$ cat src/rtl/fifo_rd_burst_ctrl.sv
// Read-side burst client of the async FIFO (rclk domain).
// Pops LEN words and forwards them through a 2-entry skid buffer.
module fifo_rd_burst_ctrl #(
    parameter int DATA_SIZE   = 8,
    parameter int LEN_W       = 8,
    parameter int TIMEOUT_CYC = 255
) (
    input  logic                 rclk,
    input  logic                 rrst,
    input  logic                 rempty,
    input  logic [DATA_SIZE-1:0] rdata,
    output logic                 rinc,
    input  logic                 start,
    input  logic [LEN_W-1:0]     len,
    output logic                 busy,
    output logic                 done,
    output logic                 timeout,
    output logic [LEN_W-1:0]     words_rd,
    output logic                 m_valid,
    output logic [DATA_SIZE-1:0] m_data,
    output logic                 m_last,
    input  logic                 m_ready
);

    localparam int TW = (TIMEOUT_CYC < 2) ? 1 : $clog2(TIMEOUT_CYC + 1);

    localparam logic [1:0] S_IDLE  = 2'd0;
    localparam logic [1:0] S_BURST = 2'd1;
    localparam logic [1:0] S_FLUSH = 2'd2;
    localparam logic [1:0] S_DONE  = 2'd3;

    logic [1:0]           state_q, state_d;
    logic [LEN_W-1:0]     rem_q, rem_d;
    logic [LEN_W-1:0]     words_q, words_d;
    logic [TW-1:0]        tcnt_q, tcnt_d;
    logic                 to_q, to_d;
    logic [1:0]           cnt_q, cnt_d;
    logic [DATA_SIZE-1:0] d0_q, d0_d, d1_q, d1_d;
    logic                 l0_q, l0_d, l1_q, l1_d;

    logic wait_c;
    logic fire;
    logic pop;
    logic last_in;

    assign rinc    = (state_q == S_BURST) && !rempty
                     && (rem_q != '0) && (cnt_q != 2'd2);
    assign wait_c  = (state_q == S_BURST) && rempty
                     && (rem_q != '0) && (cnt_q != 2'd2);
    assign fire    = wait_c && (tcnt_q == TW'(TIMEOUT_CYC));
    assign pop     = (cnt_q != 2'd0) && m_ready;
    assign last_in = (rem_q == LEN_W'(1));

    assign busy     = (state_q != S_IDLE);
    assign done     = (state_q == S_DONE);
    assign timeout  = to_q;
    assign words_rd = words_q;
    assign m_valid  = (cnt_q != 2'd0);
    assign m_data   = d0_q;
    assign m_last   = (cnt_q != 2'd0) && l0_q;

    // Skid buffer: slot 0 is always the head; a push only happens below 2.
    always_comb begin
        cnt_d = cnt_q;
        d0_d  = d0_q;
        d1_d  = d1_q;
        l0_d  = l0_q;
        l1_d  = l1_q;
        if (rinc && pop) begin
            d0_d = rdata;
            l0_d = last_in;
        end else if (pop) begin
            d0_d  = d1_q;
            l0_d  = l1_q;
            cnt_d = cnt_q - 2'd1;
        end else if (rinc) begin
            if (cnt_q == 2'd0) begin
                d0_d = rdata;
                l0_d = last_in;
            end else begin
                d1_d = rdata;
                l1_d = last_in;
            end
            cnt_d = cnt_q + 2'd1;
        end
    end

    always_comb begin
        state_d = state_q;
        rem_d   = rem_q;
        words_d = words_q;
        tcnt_d  = tcnt_q;
        to_d    = to_q;
        case (state_q)
            S_IDLE: begin
                if (start) begin
                    words_d = '0;
                    tcnt_d  = '0;
                    to_d    = 1'b0;
                    if (len != '0) begin
                        rem_d   = len;
                        state_d = S_BURST;
                    end else begin
                        state_d = S_DONE;
                    end
                end
            end
            S_BURST: begin
                if (rinc) begin
                    rem_d   = rem_q - LEN_W'(1);
                    words_d = words_q + LEN_W'(1);
                    tcnt_d  = '0;
                    if (last_in) state_d = S_FLUSH;
                end else if (fire) begin
                    to_d    = 1'b1;
                    rem_d   = '0;
                    state_d = S_FLUSH;
                end else if (wait_c) begin
                    tcnt_d = tcnt_q + TW'(1);
                end
            end
            S_FLUSH: begin
                if (cnt_d == 2'd0) state_d = S_DONE;
            end
            S_DONE: begin
                state_d = S_IDLE;
            end
            default: begin
                state_d = S_IDLE;
            end
        endcase
    end

    always_ff @(posedge rclk or posedge rrst) begin
        if (rrst) begin
            state_q <= S_IDLE;
            rem_q   <= '0;
            words_q <= '0;
            tcnt_q  <= '0;
            to_q    <= 1'b0;
            cnt_q   <= 2'd0;
            d0_q    <= '0;
            d1_q    <= '0;
            l0_q    <= 1'b0;
            l1_q    <= 1'b0;
        end else begin
            state_q <= state_d;
            rem_q   <= rem_d;
            words_q <= words_d;
            tcnt_q  <= tcnt_d;
            to_q    <= to_d;
            cnt_q   <= cnt_d;
            d0_q    <= d0_d;
            d1_q    <= d1_d;
            l0_q    <= l0_d;
            l1_q    <= l1_d;
        end
    end

endmodule

$ cat config.mk
export PLATFORM = sky130hd
export DESIGN_NAME = fifo_rd_burst_ctrl
export DESIGN_NICKNAME = d
export VERILOG_FILES = /design/src/rtl/fifo_rd_burst_ctrl.sv
export SDC_FILE = /design/constraint.sdc
export NUM_CORES = 1
export LEC_CHECK = 0
export CORE_MARGIN = 4
export CORE_UTILIZATION = 25
export CTS_BUF_LIST = sky130_fd_sc_hd__clkbuf_4 sky130_fd_sc_hd__clkbuf_8 sky130_fd_sc_hd__clkbuf_16
export CTS_CLUSTER_DIAMETER = 30
export DETAILED_ROUTE_END_ITERATION = 12
export MAX_ROUTING_LAYER = met4
export SYNTH_ARGS = -nofsm -noshare
export SYNTH_HDL_FRONTEND = slang
export SYNTH_SLANG_ARGS = --single-unit
$ cat constraint.sdc
create_clock -name rclk -period 3.9 [get_ports rclk]
set_input_delay 0.39 -clock rclk [delete_from_list [all_inputs] [get_ports rclk]]
set_output_delay 0.39 -clock rclk [all_outputs]
set_load 0.05 [all_outputs]
==> flow_summary.yaml <==
synth:
  synth_adder_area_share_pct: 5.007
  muxShareOfSynthArea_pct: 4.415
  netlist_area_sq_um: 2749
  synth_xor_area_share_pct: 3.505
  synth_nets: 324
  synth-main-ff-cell: "dfrtp_1"
  synthSimpleGateAreaFrac_pct: 19.57
  synth_seq_cells: 47
  synth_seq_area_share_pct: 42.79
  synth-async-reset-ratio_pct: 100.0
  ys.warnings.count: 0
  synth_edf_count: 0
  synth_top_area_share_pct: 42.79
  syn_avg_cell_area_sq_um: 9.414
  synth_top_family_by_area: "compound AO/OA/AOI/OAI gates"
  ys_top_cells_by_area: "dfrtp_1 43%, ha_1 5.0%, mux2_2 3.7%"
  yosys.area.top_type: "dfrtp_1"
  synth.distinct_cells: 55
  synth_compound_area_share_pct: 19.71
  synthCells: 292
route:
  wire_per_inst_um: 14.74
  drc: 0
  drtIter0Drc: 139
  ant_nets: 0
  via_per_inst: 5.032
  vias: 2370
  first_pass_iters: 4
  wirelength_mm: 6.943
global_routing:
  grt_pass1_wl_mm: 11.64
  grtUsageTotal_pct: 11.36
  grt_antenna_before_repair: 0
  met3_usage_pct: 2.032
  gr-usage-met2_pct: 17.38
  top_usage_layer: "met2"
  grt_max_degree: 48
  grt-ovfl-total: 0
  use_met1_pct: 15.55
  grt_pass1_vias: 2331
die:
  start_util_pct: 25.47
  fp.dieW_um: 112.9
  die_y_um: 112.9
  coreArea_sq_um: 10790
  io_pins: 43
  die_area_sq_um: 12740
  row_count: 38
power_and_ir_drop:
  power_density_nw_per_um2: 757.4
  leakage_nw: 1.400
  vdd_drop_max_uv: 245.9
cts:
  cts.clk_slew.worst_paths_ns: 0.08
  hold_buffers: 0
  worstSkewPairLatency_ns: 0.30
  root_buffer: "clkbuf_8"
  htree_num_levels: 2
  cts_buffers: 5
  clock_path_buffers: 2
  cts_tree: "done"
  clock_sinks: 47
  cts.repair.resized: 0
  post_cts_buffers: 0
timing:
  setup_tns_ns: 0
  fin_skew_ns: 0.01469
  slew_violations: 0
  finalCritPeriodShare_pct: 82.76
  min_period_ns: 3.228
  finalWorstSetupSlack_ns: 0.6724
  relSlewSlack_pct: 30.38
  hold_ws_ns: 0.5143
  rsz0062_at_grt: "false"
  tightest_slew_ns: 1.043
  final-hold-violation-count: 0
  setup_viol: 0
  max_clock_freq_ghz: 0.3098
finish:
  nets: 364
  layout-drive-gt1-share_pct: 8.459
  area_growth_pct: 22.99
  n_fill_cell: 1121
  antenna_cells: 0
  multi_input_area_sq_um: 1435
  regArea_sq_um: 1176
worst_setup_path:
  crit_family: "buffers and inverters"
  worst_setup_path_start_kind: "flip-flop"
  cp-end-kind: "output port"
  max_stage_delay_ns: 0.80
  worstPathCellList: "inv_1, ha_1, nor3b_4, o21ai_4, inv_1, clkdlybuf4s50_1"
  required_ns: 3.51
  slowest_stage: "clkdlybuf4s50_1"
  crit_top_cell: "inv_1"
  path_class: "reg2out"
  cp.arrival_ns: 2.84
  timing.critical_path.buf_inv: 3
  crit_fanout: 17
placed_design:
  dp_hpwl_mm: 5.082
  pre_cts_ws_ns: 0.9914
  place_congestion: 0.8520
  port_buffers: 42
flow_run:
  cap_viol_max_count: 0
worst_hold_path:
  hp-class: "reg2reg"
status:
  status: "complete, no violations"
-- final cells by class --
class / count / area share (%)
Tap cell: 140 / 5.181
Multi-Input combinational cell: 211 / 42.45
Sequential cell: 47 / 34.79
Timing Repair Buffer: 43 / 12.66
Clock buffer: 6 / 2.258
Inverter: 24 / 2.665
-- registers in the layout, indices dropped and copies added, names as in the netlist --
name and count:
timeout 1, state_q 2, l1_q 1, words_rd 8
m_data 8, d1_q 8, tcnt_q 8, rem_q 8
cnt_q 2, l0_q 1
-- cell usage after synthesis (all sizes together), types with 6 or more instances --
cell type	count
inv	24
dfrtp	47
nand4	6
nor2b	6
nand2	19
o31ai	6
a21oi	19
nor4	6
ha	11
nor2	24
o21ai	15
nand3	15
mux2	9
nor3	7
xnor2	6
o22ai	8
clkbuf	6
-- worst reg2reg max path, delay by kind of cell, from the launching register on --
kind	cells	cell delay, ns
AO/OA/AOI/OAI	2	0.53
adder cells (fa/ha/maj)	1	0.52
buffers and inverters	1	0.12
flip-flops	1	0.41
multiplexers	1	0.26
AND/OR/NAND/NOR	2	0.92
-- cell usage in the layout, fill, tap and decap left out, types with 5 or more instances in the layout --
master            n
dfrtp_1          47
clkdlybuf4s50_1  42
nor2_1           24
inv_1            23
nand2_1          19
a21oi_1          18
nand3_1          15
ha_1             11
o21ai_0          10
mux2_2            9
o22ai_1           8
nor2b_1           6
nand4_1           6
o31ai_1           6
nor3_1            6
xnor2_1           6
nor4_1            5
xor2_1            5
clkbuf_8          5
-- path summary, 6_finish.rpt --
| kind | from | end | slack (ns) | cells after the start |
|---|---|---|---|---|
| max in group asynchronous | rrst | state_q[0] | 2.59 | 2 |
| min in group asynchronous | rrst | words_rd[0] | 0.67 | 2 |
| worst min register to register | d1_q[7] | d1_q[7] | 0.51 | 1 |
| worst max register to register | state_q[1] | state_q[1] | 1.06 | 7 |
| worst min-delay path | d1_q[7] | d1_q[7] | 0.51 | 1 |
| worst max-delay path | state_q[1] | rinc | 0.67 | 6 |
-- per-stage QoR --
stage / power (mW) / util (%) / instances / cell area, sq um
2_1_floorplan: 1.881 / - / 292 / 2749
3_3_place_gp: 2.260 / 30.62 / 465 / 3304
3_5_place_dp: 2.282 / 30.62 / 465 / 3304
4_1_cts: 2.575 / 31.32 / 471 / 3381
5_1_grt: 2.757 / 31.32 / 471 / 3381
6_report: 2.561 / 31.32 / 471 / 3381
-- report_power, final --
group | total [mW] | internal [mW] | switching (mW)
clock | 0.287 | 0.127 | 0.160
combinational | 1.47 | 0.536 | 0.939
sequential | 0.799 | 0.659 | 0.140
-- routing by layer --
metal,vias to the layer above,share of wire [%]
li1,1146,-
met1,1160,47
met2,58,48
met3,6,4.3
met4,0,1.2
met5,-,0
-- logic make-up (layout without fill, tap and decap cells) --
family	count (synthesis)	after routing
buf+inv	34	73
compound gates	77	77
fa+ha+maj	11	11
simple gates	101	101
flops	47	47
mux	11	11
xor+xnor	11	11
No activity file was read; power rests on OpenSTA's default activity.
